[config.mk]
export PLATFORM = sky130hd
export DESIGN_NAME = hazard3_apb_initiator
export DESIGN_NICKNAME = d
export VERILOG_FILES = /design/src/rtl/hazard3_apb_initiator.sv
export SDC_FILE = /design/constraint.sdc
export NUM_CORES = 1
export LEC_CHECK = 0
export ABC_AREA = 1
export BUFFER_PORTS_ARGS = -buffer_cell sky130_fd_sc_hd__buf_2
export CAP_MARGIN = 30
export CORE_AREA = 5 5 100 102
export CTS_CLUSTER_DIAMETER = 60
export DETAILED_ROUTE_END_ITERATION = 8
export DIE_AREA = 0 0 105 107
export GPL_TIMING_DRIVEN = 1
export PLACE_DENSITY = 0.89
export REMOVE_ABC_BUFFERS = 1
export SYNTH_ARGS = -nofsm -noshare
export SYNTH_HDL_FRONTEND = slang
export SYNTH_SLANG_ARGS = --single-unit
[constraint.sdc]
create_clock -name clk -period 1.9 [get_ports clk]
set_input_delay 0.38 -clock clk [delete_from_list [all_inputs] [get_ports clk]]
set_output_delay 0.38 -clock clk [all_outputs]
set_load 0.01 [all_outputs]
[src/rtl/hazard3_apb_initiator.sv]
// hazard3_apb_initiator: single-outstanding APB3 requester with a valid/ready request and
// response port and a wait-state timeout that turns a hung responder into an error response.
module hazard3_apb_initiator #(
    parameter int unsigned ADDR_W  = 16,
    parameter int unsigned TIMEOUT = 256,
    parameter int unsigned CNT_W   = 9
) (
    input  logic              clk,
    input  logic              rst_n,
    input  logic              req_valid,
    output logic              req_ready,
    input  logic [ADDR_W-1:0] req_addr,
    input  logic              req_write,
    input  logic [31:0]       req_wdata,
    output logic              resp_valid,
    input  logic              resp_ready,
    output logic [31:0]       resp_rdata,
    output logic              resp_err,
    output logic [ADDR_W-1:0] paddr,
    output logic              psel,
    output logic              penable,
    output logic              pwrite,
    output logic [31:0]       pwdata,
    input  logic [31:0]       prdata,
    input  logic              pready,
    input  logic              pslverr
);

    typedef enum logic [1:0] {StIdle, StSetup, StAccess, StResp} state_e;

    // Abort fires on the ACCESS cycle where count has reached TIMEOUT-1 (the TIMEOUT-th cycle).
    localparam bit               TimeoutEn = (TIMEOUT != 0);
    localparam logic [CNT_W-1:0] CntLast   = CNT_W'(TIMEOUT - 1);

    state_e              state_q, state_d;
    logic [CNT_W-1:0]    count_q, count_d;
    logic [ADDR_W-1:0]   paddr_q, paddr_d;
    logic                psel_q, psel_d;
    logic                penable_q, penable_d;
    logic                pwrite_q, pwrite_d;
    logic [31:0]         pwdata_q, pwdata_d;
    logic                resp_valid_q, resp_valid_d;
    logic [31:0]         resp_rdata_q, resp_rdata_d;
    logic                resp_err_q, resp_err_d;
    logic                timeout_hit;

    assign timeout_hit = TimeoutEn && (count_q == CntLast);

    // State register.
    always_ff @(posedge clk or negedge rst_n) begin
        if (!rst_n) begin
            state_q <= StIdle;
        end else begin
            state_q <= state_d;
        end
    end

    // Next-state logic: one transfer walks IDLE -> SETUP -> ACCESS -> RESP -> IDLE.
    always_comb begin
        state_d = state_q;
        unique case (state_q)
            StIdle:   if (req_valid) state_d = StSetup;
            StSetup:  state_d = StAccess;
            StAccess: if (pready || timeout_hit) state_d = StResp;
            StResp:   if (resp_ready) state_d = StIdle;
            default:  state_d = StIdle;
        endcase
    end

    // Output logic: next values for the registered APB and response outputs.
    always_comb begin
        count_d      = count_q;
        paddr_d      = paddr_q;
        psel_d       = psel_q;
        penable_d    = penable_q;
        pwrite_d     = pwrite_q;
        pwdata_d     = pwdata_q;
        resp_valid_d = resp_valid_q;
        resp_rdata_d = resp_rdata_q;
        resp_err_d   = resp_err_q;
        unique case (state_q)
            StIdle: begin
                if (req_valid) begin
                    paddr_d   = req_addr;
                    pwrite_d  = req_write;
                    pwdata_d  = req_wdata;
                    psel_d    = 1'b1;
                    penable_d = 1'b0;
                end
            end
            StSetup: begin
                penable_d = 1'b1;
                count_d   = '0;
            end
            StAccess: begin
                if (pready) begin
                    // pready wins over a timeout landing in the same cycle.
                    resp_err_d   = pslverr;
                    resp_rdata_d = pwrite_q ? 32'h0 : prdata;
                    psel_d       = 1'b0;
                    penable_d    = 1'b0;
                    resp_valid_d = 1'b1;
                end else begin
                    count_d = count_q + 1'b1;
                    if (timeout_hit) begin
                        resp_err_d   = 1'b1;
                        resp_rdata_d = 32'h0;
                        psel_d       = 1'b0;
                        penable_d    = 1'b0;
                        resp_valid_d = 1'b1;
                    end
                end
            end
            StResp: begin
                if (resp_ready) resp_valid_d = 1'b0;
            end
            default: ;
        endcase
    end

    // Datapath registers behind every output except req_ready.
    always_ff @(posedge clk or negedge rst_n) begin
        if (!rst_n) begin
            count_q      <= '0;
            paddr_q      <= '0;
            psel_q       <= 1'b0;
            penable_q    <= 1'b0;
            pwrite_q     <= 1'b0;
            pwdata_q     <= 32'h0;
            resp_valid_q <= 1'b0;
            resp_rdata_q <= 32'h0;
            resp_err_q   <= 1'b0;
        end else begin
            count_q      <= count_d;
            paddr_q      <= paddr_d;
            psel_q       <= psel_d;
            penable_q    <= penable_d;
            pwrite_q     <= pwrite_d;
            pwdata_q     <= pwdata_d;
            resp_valid_q <= resp_valid_d;
            resp_rdata_q <= resp_rdata_d;
            resp_err_q   <= resp_err_d;
        end
    end

    assign req_ready  = (state_q == StIdle);
    assign paddr      = paddr_q;
    assign psel       = psel_q;
    assign penable    = penable_q;
    assign pwrite     = pwrite_q;
    assign pwdata     = pwdata_q;
    assign resp_valid = resp_valid_q;
    assign resp_rdata = resp_rdata_q;
    assign resp_err   = resp_err_q;

endmodule
==> results by group, run 1 <==
Synthesis
  – Post-synth cell types: 27
  – Asr flop ratio synth: 100%
  – Synth warn: 0
  – Average size of a mapped cell: ~12 sq um
  – Post-synth top flop: dfrtp_1
  – #FFs+latches synth: 96
  – EDFF count, synth: 0
  – Mapped Area: about 0.0042 sq mm
  – Cells after synthesis: 353
  – Post-synthesis sequential area ratio: between 50% and 60%

Detailed routing
  – Final WL: 9.59 mm
  – DRC: 0
  – DR vias: 3188
  – Final ANT Viol Nets: 0
  – Via density per instance: around 4.9
  – DRT Pass-1 Iters: 4
  – 1st-iter DRT viols: ~120
  – DR WL/cell: approximately 15 microns

Clock tree
  – CTS Buffer Depth: 2
  – Clock Sinks: 96
  – H-tree depth: 3
  – Clock Latency Late Sink: around 0.36 ns
  – TritonCTS clock tree: yes
  – CTS Buf Count: 9
  – Clk Tree Root Cell: clkbuf_8
  – Clock transition at path regs: 0.10 ns

Worst hold path
  – Hold_sp: req_addr[12]
  – Endpoint, Worst Hold: paddr[12]$_DFFE_PN0P_
  – HP Class: input pin to flip-flop
  – WHS Path Cells: 2

Cells and area
  – NumNets Final: 632
  – Commonest non-fill, non-tap cell in the layout: buf_2
  – Fin util: about three fifths
  – Share of cells above drive strength 1: between 50 and 60%
  – Fillcell total: 713
  – Most frequent cells in the layout: buf_2, dfrtp_1, mux2_2
  – N_diodes: 0
  – Synthesis-to-finish area growth: 30.6%
  – Final non-filler cell total: 653

Floorplan
  – Cell row count: 35
  – Die ar.: roughly 0.011 sq mm
  – Initial core utilization: a little under half
  – Core box area: between 0.009 and 0.01 sq mm
  – I/O pin cnt: about 170
  – Die width: about 110 microns
  – Die height: 107 microns

STA
  – Fin. Hold Viols: 0
  – Tmin final: between 1.5 and 2 ns
  – Skew final: approximately 0.011 ns
  – Slew Limit Fails: 0
  – Setup violation total in the final timing report: 0
  – Pin slew with the least headroom to its limit: about 0.44 ns
  – WHS: around 0.25 ns
  – Max Freq: about 550 MHz
  – Crit share post-route: a little over nine tenths
  – Max-slew headroom: 70.6%

Job
  – Max-cap violations: 0

Global routing
  – GRT Overall Usage: 16.8%
  – Global route overflow: 0
  – Antenna violations before repair: 0
  – Vias in the first global route: roughly 3.4k
  – Largest net degree at the start of global routing: 53
  – First-pass GRT wire length: 15.7 mm

Outcome
  – Status: complete, no violations

Worst setup path
  – WP data required: 2.15 ns
  – Critical Path Source Type: flip-flop
  – Crit Path Max Fanout: 10
  – Reg2reg end: resp_rdata[25]$_DFFE_PN0P_
  – Kind of critical path: flip-flop to flip-flop
  – RR Startpoint: count_q[0]$_DFFE_PN0P_
  – R2r setup slk: 0.09 ns
  – CP arrival: about 2 ns
  – Setup crit end kind: flip-flop
  – Reg2Reg Depth: 11

Placement
  – Port Buf Inserts: roughly 170
  – DP HPWL: a little over 7 mm
  – Placed Instances: ~630
  – Routability Congestion: 0.849

Power
  – Maximum VDD drop: ~0.73 mV
  – Pwr per Cell Area: 1460 mW/mm^2
  – P_leak: 2.82 nW
## worst max path at each step
stage / from / endpoint / slack [ns] / cells past startpoint
final: count_q[0]$_DFFE_PN0P_ / resp_rdata[25]$_DFFE_PN0P_ / 0.09 / 11
after floorplan: count_q[0]$_DFFE_PN0P_ / resp_rdata[0]$_DFFE_PN0P_ / -0.86 / 9
after CTS: count_q[0]$_DFFE_PN0P_ / resp_rdata[2]$_DFFE_PN0P_ / 0.03 / 10
after global placement: count_q[0]$_DFFE_PN0P_ / resp_rdata[2]$_DFFE_PN0P_ / 0.17 / 10
after detailed placement: count_q[0]$_DFFE_PN0P_ / resp_rdata[1]$_DFFE_PN0P_ / 0.08 / 10
after global routing: count_q[0]$_DFFE_PN0P_ / resp_rdata[2]$_DFFE_PN0P_ / -0.01 / 11
## stage by stage
stage	TNS, ns	instance area, sq um	worst slack (ns)	power, W
CTS	0	5460	0.0345	0.00811
global route	-0.0159	5540	-0.0143	0.00866
global placement	0	5260	0.167	0.00658
detailed placement	0	5260	0.0791	0.00676
floorplan	-49.88	4120	-0.856	0.00530
finish	0	5540	0.0857	0.00808
## cell type report
type | count | area, sq um | share of cell area (%)
sequential | 96 | 2400 | 43.4
multi-input combinational | 192 | 1530 | 27.7
timing repair buffer | 189 | 1080 | 19.5
inverter | 50 | 188 | 3.39
tap | 111 | 139 | 2.51
clock buffer | 9 | 124 | 2.24
clock inverter | 6 | 67.6 | 1.22
## synth_stat cells (2+ instances only)
cell | count | area, sq um
ha_1 | 7 | 87.6
buf_6 | 4 | 45.0
o21ai_0 | 4 | 20.0
nand2_1 | 39 | 146
o21ai_1 | 5 | 25.0
inv_1 | 47 | 176
mux2_2 | 49 | 552
nor2_1 | 6 | 22.5
nand4_1 | 3 | 18.8
buf_8 | 2 | 30.0
dfrtp_1 | 96 | 2400
a21oi_1 | 2 | 10.0
buf_2 | 8 | 40.0
o21ai_2 | 27 | 236
inv_2 | 3 | 11.3
nand3_1 | 14 | 70.1
nand3_2 | 27 | 270
## registers in the layout, indices dropped and copies added, names as in the netlist
signal      count
pwrite          1
resp_err        1
state_q         2
resp_valid      1
pwdata         32
paddr          16
resp_rdata     32
count_q         9
psel            1
penable         1
## where the power goes
group          internal [W]  leakage, nW  total [W]  switching [W]
Clock              0.000609       0.0921    0.00133       0.000719
Sequential          0.00288         1.20    0.00332       0.000446
Combinational       0.00164         1.52    0.00343        0.00179
## cells by family (layout without fill, tap and decap cells)
| family | count (synthesis) | after routing | share of synthesized area (%) |
|---|---|---|---|
| compound gates | 42 | 42 | 7.76 |
| fa+ha+maj | 7 | 7 | 2.07 |
| buf+inv | 65 | 254 | 7.32 |
| flops | 96 | 96 | 56.7 |
| mux | 49 | 49 | 13.0 |
| simple gates | 94 | 94 | 13.2 |
## layer usage
metal,global-route usage (%),vias up,wire [microns]
met5,0,-,0
met4,5.84,0,166
met3,4.21,16,626
met2,29.0,106,4960
met1,20.4,1541,3830
li1,-,1525,-
## worst max-delay path, cell delays in order (launching register included)
cell	delay, ns
dfrtp_1	0.42
ha_1	0.22
nand2_1	0.08
inv_1	0.05
and3_1	0.18
ha_1	0.18
inv_2	0.08
a21oi_4	0.06
buf_12	0.14
buf_4	0.18
nand3_2	0.07
o21ai_2	0.05
## what timing repair did
action | in CTS | in global routing
endpoints found under the setup margin | 0 | 30
hold buffers | 1 | 0
hold endpoints to repair | 31 | 0
buffers inserted | 0 | 4
resized for setup | 0 | 2
Power figures use the tool's default switching activity.
==> run 2: changes to the inputs <==
--- a/config.mk
+++ b/config.mk
@@ -9,8 +9,8 @@
 export BUFFER_PORTS_ARGS = -buffer_cell sky130_fd_sc_hd__buf_2
 export CAP_MARGIN = 30
-export CORE_AREA = 5 5 100 102
+export CORE_AREA = 2 2 97 99
 export CTS_CLUSTER_DIAMETER = 60
 export DETAILED_ROUTE_END_ITERATION = 8
-export DIE_AREA = 0 0 105 107
+export DIE_AREA = 0 0 99 101
 export GPL_TIMING_DRIVEN = 1
 export PLACE_DENSITY = 0.89
==> constraint.sdc (replaced) <==
create_clock -name clk -period 1.9 [get_ports clk]
set_input_delay 0.38 -clock clk [delete_from_list [all_inputs] [get_ports clk]]
set_output_delay 0.38 -clock clk [all_outputs]
set_load 0.1 [all_outputs]
==> results by group, run 2 (synthesized netlist as in run 1, its figures left out) <==
Outcome
  – Status: complete, no violations

Worst hold path
  – Hold_sp: req_wdata[23]
  – HP Class: input pin to flip-flop
  – WHS Path Cells: 2 (unchanged)

STA
  – Fin. Hold Viols: 0 (unchanged)
  – Crit share post-route: 97.7% (+2.2 points)
  – Setup violation total in the final timing report: 0 (unchanged)
  – Pin slew with the least headroom to its limit: 0.500 ns (+0.0586 ns)
  – Skew final: 0.0132 ns (+0.00189 ns)
  – Tmin final: 1.86 ns (+0.0423 ns)
  – RSZ-0062 raised after global routing: yes
  – Max Freq: 539 MHz (-2.3%)
  – Slew Limit Fails: 0 (unchanged)
  – Max-slew headroom: 66.9% (-3.7 points)

Worst setup path
  – Setup crit end kind: flip-flop
  – Critical Path Source Type: flip-flop
  – WP data required: 2.14 ns (about the same)
  – CP arrival: 2.10 ns (+0.04 ns)
  – RR Startpoint: count_q[0]$_DFFE_PN0P_
  – Reg2Reg Depth: 10 (-1)
  – CP peak stage delay: 0.40 ns (-0.02 ns)
  – Worst path slowest cell: dfrtp_1
  – Kind of critical path: flip-flop to flip-flop
  – Crit Path Max Fanout: 6 (-4)
  – Crit path cell chain: ha_2 -> nand2_2 -> inv_2 -> and3_4 -> ha_4 -> inv_4 -> a21oi_4 -> buf_6 -> clkbuf_16 -> o21ai_2
  – Crit path from: count_q[0]$_DFFE_PN0P_

Global routing
  – Largest net degree at the start of global routing: 41 (-23%)
  – Vias in the first global route: 3269 (-3.4%)
  – Antenna violations before repair: 0 (unchanged)
  – GRT Overall Usage: 19.0% (+2.2 points)
  – Global route overflow: 0 (unchanged)
  – First-pass GRT wire length: 15.3 mm (-2.3%)

Cells and area
  – NumNets Final: 632 (unchanged)
  – Share of cells above drive strength 1: 58.9% (+1.2 points)
  – Commonest non-fill, non-tap cell in the layout: buf_2
  – Most frequent cells in the layout: buf_2, dfrtp_1, mux2_2
  – Register Area: 0.00240 sq mm (unchanged)
  – Synthesis-to-finish area growth: 32.0%
  – Fillcell total: 731 (+2.5%)
  – Area of the multi-input gates: 0.00157 sq mm (+2.6%)
  – N_diodes: 0 (unchanged)
  – Fin util: 62.3% (+0.98 points)

Floorplan
  – Cell row count: 35 (unchanged)
  – Die width: 99 microns (-5.7%)
  – Die height: 101 microns (-5.6%)
  – Core box area: 0.00898 sq mm (-0.49%)
  – I/O pin cnt: 173 (unchanged)
  – Initial core utilization: 47.2% (+0.23 points)
  – Die ar.: 0.0100 sq mm (-11%)

Clock tree
  – Clock Latency Late Sink: 0.35 ns (about the same)
  – CTS Buffer Depth: 2 (unchanged)
  – CTS Buf Count: 9 (unchanged)
  – Clk Tree Root Cell: clkbuf_8
  – TritonCTS clock tree: yes
  – Clock transition at path regs: 0.11 ns (about the same)
  – H-tree depth: 3 (unchanged)
  – Clock Sinks: 96 (unchanged)

Placement
  – DP HPWL: 6.97 mm (-3.6%)
  – Routability Congestion: 0.868 (+2.3%)
  – Port Buf Inserts: 172 (unchanged)

Detailed routing
  – DRC: 0 (unchanged)
  – Via density per instance: 4.94 (+1.2%)
  – DRT Pass-1 Iters: 5 (+1)
  – 1st-iter DRT viols: 112 (-5.1%)
  – DR WL/cell: 15.0 microns (+2.1%)
  – DR vias: 3230 (+1.3%)
  – Final WL: 9.81 mm (+2.3%)
  – Final ANT Viol Nets: 0 (unchanged)

Job
  – Max-cap violations: 0 (unchanged)
## run 2: changes by cell type in the layout (fill, tap and decap cells not counted), sizes merged
cell      before  now
clkinvlp       2    3
buf          187  186
inv           52   53
bufinv         1    0
clkinv         1    0
clkbuf        10   12
## run 2: worst paths after layout
path                                             end  slack, ns
max                        resp_rdata[7]$_DFFE_PN0P_       0.04
min                           pwdata[23]$_DFFE_PN0P_       0.24
max reg2reg                resp_rdata[7]$_DFFE_PN0P_       0.04
min reg2reg                      penable$_DFFE_PN0P_       0.49
max in group asynchronous      pwdata[4]$_DFFE_PN0P_       0.72
min in group asynchronous      pwdata[3]$_DFFE_PN0P_       0.50
## run 2: critical path: cells and delay by family (launching register included)
| family | cells | cell delay [ns] |
|---|---|---|
| buffers and inverters | 4 | 0.47 |
| adder cells (fa/ha/maj) | 2 | 0.34 |
| flip-flops | 1 | 0.40 |
| AND/OR/NAND/NOR | 2 | 0.26 |
| AO/OA/AOI/OAI | 2 | 0.27 |
## run 2: metrics by stage
stage          cell area [sq um]  TNS, ns  worst slack [ns]  instances  hold slack [ns]
5_1_grt                     5600   -0.494           -0.0337        654            0.225
6_report                    5600        0            0.0434        654            0.243
3_5_place_dp                5250        0            0.0219        631            0.356
3_3_place_gp                5250        0             0.116        631            0.352
2_1_floorplan               4120   -92.55             -1.35        338           0.0844
4_1_cts                     5470        0           0.00220        649            0.222
## run 2: area by class of cell
class,count,area share [%]
Sequential cell,96,42.9
Inverter,50,3.40
Clock inverter,6,0.917
Clock buffer,10,2.28
Tap cell,111,2.48
Multi-Input combinational cell,192,28.1
Timing Repair Buffer,189,19.9
## run 2: metal layers
layer / vias to the layer above / global-route usage [%] / routed length (microns)
li1: 1523 / - / -
met1: 1589 / 23.8 / 3890
met2: 105 / 32.9 / 5250
met3: 13 / 4.79 / 546
met4: 0 / 5.27 / 126
met5: - / 0 / 0
## run 2: repair_timing
action                                 4_1_cts  5_1_grt
buffers inserted                             0        3
endpoints found under the hold margin       31        0
hold buffers                                 1        0
setup endpoints to repair                    3       33
gates resized for setup                      3       12
cloned                                       1        3
pin swaps                                    1        1
Power of run 2 is left out: the tool's default activity adds up to more than one toggle a clock period on the data nets, which glitch-free logic cannot reach.
==> run 3: changes to the inputs <==
- ABC_AREA: 1 -> not set
- CORE_AREA: 2 2 97 99 -> 2 2 95 97
- DIE_AREA: 0 0 99 101 -> 0 0 97 99
- PLACE_DENSITY: 0.89 -> 0.88
==> results by group, run 3 <==
Detailed routing
  – DRT Pass-1 Iters: 4 (-1)
  – 1st-iter DRT viols: 72 (-36%)
  – DR vias: 3029 (-6.2%)
  – DR WL/cell: 13.5 microns (-10%)
  – Final WL: 8.33 mm (-15%)
  – Final ANT Viol Nets: 0 (unchanged)
  – Via density per instance: 4.91 (-0.60%)
  – DRC: 0 (unchanged)

Worst setup path
  – CP arrival: 2.05 ns (-0.05 ns)
  – RR Startpoint: count_q[0]$_DFFE_PN0P_
  – WP data required: 2.14 ns (about the same)
  – Reg2Reg Depth: 7 (-3)
  – Critical Path Source Type: flip-flop
  – Crit path from: count_q[0]$_DFFE_PN0P_
  – Setup crit end kind: flip-flop
  – Crit Path Max Fanout: 4 (-2)
  – Kind of critical path: flip-flop to flip-flop

Floorplan
  – Initial core utilization: 46.1% (-1.1 points)
  – I/O pin cnt: 173 (unchanged)
  – Cell row count: 34 (-2.9%)
  – Die height: 99 microns (-2.0%)
  – Die width: 97 microns (-2.0%)
  – Die ar.: 0.00960 sq mm (-4.0%)
  – Core box area: 0.00855 sq mm (-4.8%)

Synthesis
  – Asr flop ratio synth: 100% (unchanged)
  – Post-synth top flop: dfrtp_1
  – Share of the synthesized area in the top cell type: 60.9% (+4.2 points)
  – Mapped Area: 0.00395 sq mm (-6.9%)
  – Synth area leaders: dfrtp_1, mux2_2, nand2_1, o21ai_0, ha_1
  – Cells after synthesis: 330 (-6.5%)
  – Most numerous cell in the Yosys netlist: dfrtp_1
  – Post-synth cell types: 29 (+7.4%)
  – Commonest cells in the synthesized netlist: dfrtp_1, nand2_1, mux2_2, o21ai_0, buf_2
  – Post-synthesis sequential area ratio: 60.9% (+4.2 points)
  – #FFs+latches synth: 96 (unchanged)
  – Average size of a mapped cell: 12.0 sq um (-0.45%)
  – Synth warn: 0 (unchanged)
  – Cell taking the most area after synthesis: dfrtp_1
  – EDFF count, synth: 0 (unchanged)

Global routing
  – Largest net degree at the start of global routing: 65 (+59%)
  – First-pass GRT wire length: 14.0 mm (-8.9%)
  – Vias in the first global route: 3071 (-6.1%)
  – Antenna violations before repair: 0 (unchanged)
  – GRT Overall Usage: 17.8% (-1.2 points)
  – Global route overflow: 0 (unchanged)

Clock tree
  – Clock transition at path regs: 0.10 ns (about the same)
  – CTS Buffer Depth: 2 (unchanged)
  – Clock Latency Late Sink: 0.35 ns (about the same)
  – H-tree depth: 3 (unchanged)
  – Clk Tree Root Cell: clkbuf_8
  – Post-CTS setup buffers: 0 (unchanged)
  – TritonCTS clock tree: yes
  – CTS Buf Count: 9 (unchanged)
  – Clock Sinks: 96 (unchanged)

STA
  – Crit share post-route: 95.4% (-2.3 points)
  – Slew Limit Fails: 0 (unchanged)
  – RSZ-0062 raised after global routing: yes
  – Max-slew headroom: 66.3% (-0.61 points)
  – Setup violation total in the final timing report: 0 (unchanged)
  – Setup ws final: 0.0879 ns (+0.0445 ns)
  – Skew final: 0.0166 ns (+0.00349 ns)
  – Max Freq: 552 MHz (+2.5%)
  – Pin slew with the least headroom to its limit: 0.509 ns (+0.00919 ns)
  – Fin. Hold Viols: 0 (unchanged)
  – Tmin final: 1.81 ns (-0.0445 ns)

Placement
  – Routability Congestion: 0.826 (-4.9%)
  – Dpl ws: 0.0349 ns (+0.0130 ns)
  – Port Buf Inserts: 172 (unchanged)
  – Placed cell area: 0.00499 sq mm (-5.0%)
  – DP HPWL: 6.29 mm (-9.8%)

Cells and area
  – Design Area, Final: 0.00520 sq mm (-7.1%)
  – N_diodes: 0 (unchanged)
  – Synthesis-to-finish area growth: 31.8%
  – NumNets Final: 599 (-5.2%)
  – Commonest non-fill, non-tap cell in the layout: buf_2
  – Share of cells above drive strength 1: 49.7% (-9.2 points)
  – Most frequent cells in the layout: buf_2, dfrtp_1, nand2_1

Outcome
  – Status: complete, no violations

Worst hold path
  – HP Class: input pin to flip-flop
  – WHS Path Cells: 3 (+1)
  – Hold_sp: prdata[20]

Job
  – Max-cap violations: 0 (unchanged)
## run 3: cell types whose count changed in the layout (fill, tap and decap cells not counted), moves of 10 or more
cell,before,now
nand2_1,37,73
o21ai_2,26,0
nand3_1,12,2
o21ai_0,4,34
nand3_2,29,0
inv_1,46,6
## run 3: layout make-up
cell class	instances	area, sq um
Timing Repair Buffer	183	1010
Fill cell	706	3350
Inverter	6	22.5
Sequential cell	96	2400
Tap cell	108	135
Multi-Input combinational cell	209	1440
Clock buffer	9	124
Clock inverter	6	67.6
## run 3: critical path: stages (launching register included)
cell     delay, ns
dfrtp_1       0.42
ha_1          0.19
nand2_1       0.06
nor3_1        0.15
ha_1          0.20
nor3b_1       0.07
nor3_1        0.23
mux2_2        0.38
## run 3: what timing repair did
action                                  4_1_cts  5_1_grt
endpoints found under the setup margin        1        8
hold endpoints to repair                     26        0
pin swaps                                     0        1
hold buffers                                  1        0
resized for setup                             1        6
## run 3: per-stage QoR
step	utilization (%)	hold WS, ns	TNS [ns]	instances
floorplan	-	0.0844	-148.59	311
global placement	58.3	0.368	0	601
detailed placement	58.3	0.381	0	601
CTS	60.7	0.233	0	617
global route	60.8	0.231	-0.0317	617
finish	60.8	0.250	0	617
## run 3: routing by layer
metal	GRT usage [%]	part of all wire (%)	vias to the layer above
met5	0	0	-
met4	6.93	2.2	0
li1	-	-	1466
met1	23.4	44	1417
met3	4.47	7.2	19
met2	28.6	47	127
## run 3: cells by family after synthesis
group                      Yosys count  synth area share (%)
AOI/OAI and AO/OA                   53                  7.68
DFF                                 96                  60.9
and+or+nand+nor                     94                  10.7
muxes                               52                  14.8
adders and majority gates            7                  2.22
buffers and inverters               25                  3.04
xor gates and xnor gates             3                 0.666
## run 3: path summary, 6_finish.rpt
kind | to | slack (ns)
setup / recovery | state_q[1]$_DFFE_PN0P_ | 0.09
hold / removal | resp_rdata[20]$_DFFE_PN0P_ | 0.25
setup reg to reg | state_q[1]$_DFFE_PN0P_ | 0.09
hold reg to reg | resp_rdata[12]$_DFFE_PN0P_ | 0.49
max in group asynchronous | pwdata[20]$_DFFE_PN0P_ | 0.73
min in group asynchronous | resp_rdata[26]$_DFFE_PN0P_ | 0.54
Power of run 3 is left out for the same reason.
